File: src/rtl/load_store_unit.sv
// load_store_unit: multi-cycle Wishbone-classic data-memory master for the RV32I core.
// Decodes load/store instructions, steers store lanes, extends load data, and holds
// busy for one bus transaction at a time.
// Optional build macro: MISALIGNED_TRAP_EN (misaligned halfword/word accesses fault).
module load_store_unit (
  input  logic        clk,
  input  logic        rst_n,
  input  logic        start,
  input  logic [31:0] instruction,
  input  logic [31:0] addr,
  input  logic [31:0] store_data,
  output logic        busy,
  output logic        done,
  output logic        fault,
  output logic [31:0] load_data,
  output logic        mem_cyc,
  output logic        mem_stb,
  output logic        mem_we,
  output logic [29:0] mem_adr,
  output logic [3:0]  mem_sel,
  output logic [31:0] mem_wdata,
  input  logic [31:0] mem_rdata,
  input  logic        mem_ack
);

  typedef enum logic [1:0] {
    IDLE  = 2'd0,
    REQ   = 2'd1,
    DONE  = 2'd2,
    FAULT = 2'd3
  } state_t;

  state_t      state_q, state_d;
  logic        we_q;
  logic [29:0] adr_q;
  logic [3:0]  sel_q;
  logic [31:0] wdata_q;
  logic [2:0]  funct3_q;
  logic [1:0]  addrLo_q;
  logic [31:0] loadData_q;

  logic [6:0]  opcode;
  logic [2:0]  funct3;
  logic        isLoad;
  logic        isStore;
  logic        legal;
  logic        canAccept;
  logic        accept;
  logic [3:0]  selNext;
  logic [31:0] wdataNext;
  logic [31:0] shiftedRdata;
  logic [7:0]  rdByte;
  logic [15:0] rdHalf;
  logic [31:0] loadExt;
  logic        unusedInstrBits;

  assign opcode          = instruction[6:0];
  assign funct3          = instruction[14:12];
  assign unusedInstrBits = ^{instruction[31:15], instruction[11:7]};

  // Request decode: legality check and lane steering for the incoming access
  always_comb begin
    isLoad    = (opcode == 7'b0000011);
    isStore   = (opcode == 7'b0100011);
    legal     = 1'b0;
    selNext   = 4'b1111;
    wdataNext = store_data;
    if (isLoad) begin
      legal = (funct3 == 3'b000) || (funct3 == 3'b001) || (funct3 == 3'b010) ||
              (funct3 == 3'b100) || (funct3 == 3'b101);
    end else if (isStore) begin
      legal = (funct3 == 3'b000) || (funct3 == 3'b001) || (funct3 == 3'b010);
    end
`ifdef MISALIGNED_TRAP_EN
    if ((funct3[1:0] == 2'b01) && addr[0]) legal = 1'b0;
    if ((funct3[1:0] == 2'b10) && (addr[1:0] != 2'b00)) legal = 1'b0;
`endif
    case (funct3[1:0])
      2'b00: begin
        selNext   = 4'b0001 << addr[1:0];
        wdataNext = {4{store_data[7:0]}};
      end
      2'b01: begin
        selNext   = addr[1] ? 4'b1100 : 4'b0011;
        wdataNext = {2{store_data[15:0]}};
      end
      default: begin
        selNext   = 4'b1111;
        wdataNext = store_data;
      end
    endcase
  end

  // Load extraction from the lane chosen by the address bits latched at start
  always_comb begin
    shiftedRdata = mem_rdata >> {addrLo_q, 3'b000};
    rdByte       = shiftedRdata[7:0];
    rdHalf       = addrLo_q[1] ? mem_rdata[31:16] : mem_rdata[15:0];
    case (funct3_q)
      3'b000:  loadExt = {{24{rdByte[7]}}, rdByte};
      3'b100:  loadExt = {24'b0, rdByte};
      3'b001:  loadExt = {{16{rdHalf[15]}}, rdHalf};
      3'b101:  loadExt = {16'b0, rdHalf};
      default: loadExt = mem_rdata;
    endcase
  end

  assign canAccept = (state_q != REQ);
  assign accept    = canAccept && start && legal;

  // Next-state logic: IDLE, DONE and FAULT all accept a new request
  always_comb begin
    state_d = state_q;
    case (state_q)
      REQ: begin
        if (mem_ack) state_d = DONE;
      end
      default: begin
        if (start) state_d = legal ? REQ : FAULT;
        else       state_d = IDLE;
      end
    endcase
  end

  // State, latched bus request and load result registers
  always_ff @(posedge clk) begin
    if (!rst_n) begin
      state_q    <= IDLE;
      we_q       <= 1'b0;
      adr_q      <= '0;
      sel_q      <= '0;
      wdata_q    <= '0;
      funct3_q   <= '0;
      addrLo_q   <= '0;
      loadData_q <= '0;
    end else begin
      state_q <= state_d;
      if (accept) begin
        we_q     <= isStore;
        adr_q    <= addr[31:2];
        sel_q    <= selNext;
        wdata_q  <= wdataNext;
        funct3_q <= funct3;
        addrLo_q <= addr[1:0];
      end
      if ((state_q == REQ) && mem_ack && !we_q) begin
        loadData_q <= loadExt;
      end
    end
  end

  assign busy      = (state_q == REQ);
  assign mem_cyc   = (state_q == REQ);
  assign mem_stb   = (state_q == REQ);
  assign done      = (state_q == DONE) || (state_q == FAULT);
  assign fault     = (state_q == FAULT);
  assign mem_we    = we_q;
  assign mem_adr   = adr_q;
  assign mem_sel   = sel_q;
  assign mem_wdata = wdata_q;
  assign load_data = loadData_q;

endmodule

File: config.mk
export PLATFORM = sky130hd
export DESIGN_NAME = load_store_unit
export DESIGN_NICKNAME = d
export VERILOG_FILES = /design/src/rtl/load_store_unit.sv
export SDC_FILE = /design/constraint.sdc
export NUM_CORES = 1
export LEC_CHECK = 0
export CAP_MARGIN = 20
export CORE_UTILIZATION = 40
export CTS_CLUSTER_DIAMETER = 100
export DETAILED_ROUTE_END_ITERATION = 8
export PLACE_DENSITY = 0.74
export RECOVER_POWER = 25
export SLEW_MARGIN = 15
export SYNTH_ARGS = -nofsm -noshare
export SYNTH_HDL_FRONTEND = slang
export SYNTH_SLANG_ARGS = --single-unit
File: constraint.sdc
create_clock -name clk -period 2.9 [get_ports clk]
set_input_delay 0.435 -clock clk [delete_from_list [all_inputs] [get_ports clk]]
set_output_delay 0.435 -clock clk [all_outputs]
set_load 0.1 [all_outputs]
==> out/results.txt <==
Summed over all layers, the global routing overflow is 0. The first detailed-routing pass ran for 7 iterations. The critical path is of the reg2reg type.

Clock-pin slew was measured on the worst setup and hold paths at 70 ps. The flow ran to the end, and the final reports show no timing, DRC or antenna violations. Timing would allow up to 480 MHz.

The synthesized netlist devotes 17.8% of its cell area to compound gates. In the routed design, unresolved DRC markers number 0. The proportion of layout cells with a drive suffix above 1 was 13.0%. The leakage component of the power was 2.87 nW; the max-capacitance violation count was 0. The synthesized netlist devotes 0% of its cell area to XOR and XNOR gates. For the number of max-slew violations in the final report, the log shows 0. The worst reg2reg path startpoint was state_q[0].

STA classifies the critical path startpoint as a register. The flop and latch count out of synthesis was 106. The proportion of synthesized area in mux cells works out to 13.0%.

The area fraction in and, or, nand and nor cells after synthesis was 20.4%. Final hold analysis gives a worst-case slack of 449 ps. In the synthesized netlist the dominant register cell turns out to be sky130_fd_sc_hd__dfxtp_1.

The worst-case clock buffer depth was 2; the cell area power density was 488 nW/µm². The die is 114 µm wide. After detailed routing, the number of vias per cell comes to 5.27. The synthesized design spends more area on one cell type than any other, namely sky130_fd_sc_hd__dfxtp_1. 236 I/O pins were placed.

Once detail routing completed, the nets flagged for antenna violations numbered 0. Dividing the final minimum period by the clock period gives 71.8%. By area, the combinational part of the netlist is dominated by simple AND/OR/NAND/NOR gates.

By count the netlist is led by sky130_fd_sc_hd__nand2_1, sky130_fd_sc_hd__dfxtp_1, sky130_fd_sc_hd__mux2i_1, sky130_fd_sc_hd__clkbuf_1, sky130_fd_sc_hd__o21ai_0. The synthesized cell area is 5020 µm². The run gives 12100 µm² as the placeable core region.

The run gives 0 as the count of endpoints failing setup in the final report. The peak fanout along the critical path was 16; the total half-perimeter wirelength after legalization and detailed placement was 10800 µm. The clock insertion delay at the later pin of the skew report is 350 ps, and the portion of synthesized cell area occupied by the leading cell type is 42.3%.

Once the clock tree was built, the resizer swapped 0 gates to a different size. Once the floorplan was initialized, standard cells occupied 41.4% of the core. After technology mapping, the gate count stands at 585. In the final design database the tool counted 897 nets. Yosys printed 0 warnings. Hold violation total from the final report: 0. The cell sitting at the root of the clock tree is a sky130_fd_sc_hd__clkbuf_16. The cell with the most instances after synthesis is sky130_fd_sc_hd__nand2_1. Compared with the post-synthesis result, the final layout area differs by 40.3%. The number of core rows is 40. The run gives 13000 µm² as the total die area. Before CTS, the worst setup slack after placement is 622 ps.

For the final database, setup skew stands at 10.5 ps. For the initial antenna violation count, the log shows 0. The via count of the first global-routing pass was 4870; the overall die height was 114 µm. Setup repair after global routing left no endpoint under its margin.

The tools report the DRC marker count from the first detailed-route iteration as 285. Relative slew slack: 18.5%. Dividing the detail-routed wire length by the instance count gives 16.0 µm. The number of flops mapped to enable cells by yosys is 0, and the post-CTS setup buffer count is 0.

For the pin with the worst max-slew slack, the measured transition is 1230 ps. The min-delay analysis places its worst path in the category reg2reg. Hold repair after CTS inserted 0 buffers. Synthesis instantiated 46 different standard cells from the library.

Counting flops with an async set or reset pin after synthesis yields a share of 0%. The number of antenna diodes in the final layout is 0. The number of buffers inserted during clock tree synthesis was 9; the least setup slack across all paths after layout was 819 ps.

For the synthesized netlist net count, the log shows 717. In the post-synthesis netlist, the biggest area contributors are sky130_fd_sc_hd__dfxtp_1, sky130_fd_sc_hd__mux2i_1, sky130_fd_sc_hd__nand2_1. The run gives 106 as the clock sink count. For this run, the share of the core covered by cells in the final layout is 58.1%.

Subtracting the final worst setup slack from the clock period gives 2080 ps. After synthesis, flip-flops and latches occupy 42.3% of the total area. Launching element of the worst setup path: state_q[0]. Input and output buffers added on the ports amount to 213. Adding up every negative setup slack in the final design gives 0 ps. The hold path startpoint is mem_wdata[28]. TritonCTS built the clock tree.

The global-route usage over all layers is 23.5%. The logs give 3090 ps for the required time of the critical path and 15000 µm for the total length of routed wires. The first global-routing pass estimated 24300 µm of wire. The tools report the pin count of the biggest net entering global routing as 75.

Routability-driven placement finished with a final weighted congestion of 0.869. For the worst setup path, the data arrival time is 2270 ps. The share of synthesized cell area in full adder, half adder and majority cells works out to 0%.

IR analysis of the VDD net gives a maximum drop of 0.330 mV. The vias after detailed routing came out at 4946. The average footprint of a synthesized cell is 8.57 µm². The capturing element type of the critical path was a register. The run gives 3 as the maximum level of the CTS H-tree.
cell usage in the layout (no fill, tap or decap), drive strengths merged, types with 9 or more instances in the layout:
cell,n
clkbuf,63
mux2i,58
nand4,21
o21ai,57
nor3,11
clkdlybuf4s50,108
dfxtp,106
nand3b,9
nand2,127
a21oi,30
nand3,20
buf,67
o211a,21
cells by family (layout without fill, tap and decap cells):
kind of cell | Yosys count | after routing
and+or+nand+nor | 215 | 215
AOI/OAI and AO/OA | 137 | 137
DFF | 106 | 106
muxes | 64 | 64
buffers and inverters | 63 | 248
registers in the layout, indices dropped and copies added, names as in the netlist:
signal / flops
load_data: 32
mem_wdata: 32
mem_adr: 30
mem_sel: 4
funct3_q: 3
addrLo_q: 2
state_q: 2
mem_we: 1
through the flow:
step	instance area (µm²)	std cells	total power, mW
2_1_floorplan	5020	585	1.94
3_3_place_gp	6920	922	2.20
3_5_place_dp	6920	922	2.21
4_1_cts	7230	938	3.47
5_1_grt	7040	938	3.56
6_report	7040	938	3.44
per-layer routing:
layer  track usage [%]  vias to the layer above  share of wire, %  routed length (µm)
li1                  -                     2420                 -                   -
met5                 0                        -                 0                   0
met2              37.0                      212                45                6750
met1              30.1                     2282                44                6600
met4              11.1                        0               3.4                 510
met3              6.22                       32               7.8                1170
path summary, 6_finish.rpt:
path | slack (ps) | cells after the start | end
hold / removal | 450 | 2 | mem_wdata[28]
setup / recovery | 820 | 4 | load_data[29]
setup reg to reg | 820 | 4 | load_data[29]
hold reg to reg | 450 | 2 | mem_wdata[28]
worst max-delay path: stages, from the launching register on:
cell	delay [ps]
sky130_fd_sc_hd__dfxtp_1	340
sky130_fd_sc_hd__nor2b_1	480
sky130_fd_sc_hd__nand3b_2	340
sky130_fd_sc_hd__a211oi_4	620
sky130_fd_sc_hd__a21oi_1	150
final cells by class:
type	count	area (µm²)
clock buffer	12	267
fill	1167	5070
multi-input combinational	416	2570
tap	168	210
sequential	106	2120
clock inverter	4	48.8
inverter	6	22.5
timing repair buffer	226	1800
power breakdown:
part / total [mW] / leakage [nW] / switching [mW] / internal, mW
registers: 1.50 / 0.858 / 0.0166 / 1.49
clock network: 1.28 / 0.159 / 0.543 / 0.739
logic: 0.653 / 1.85 / 0.431 / 0.222
(Power assumes the default switching activity.)
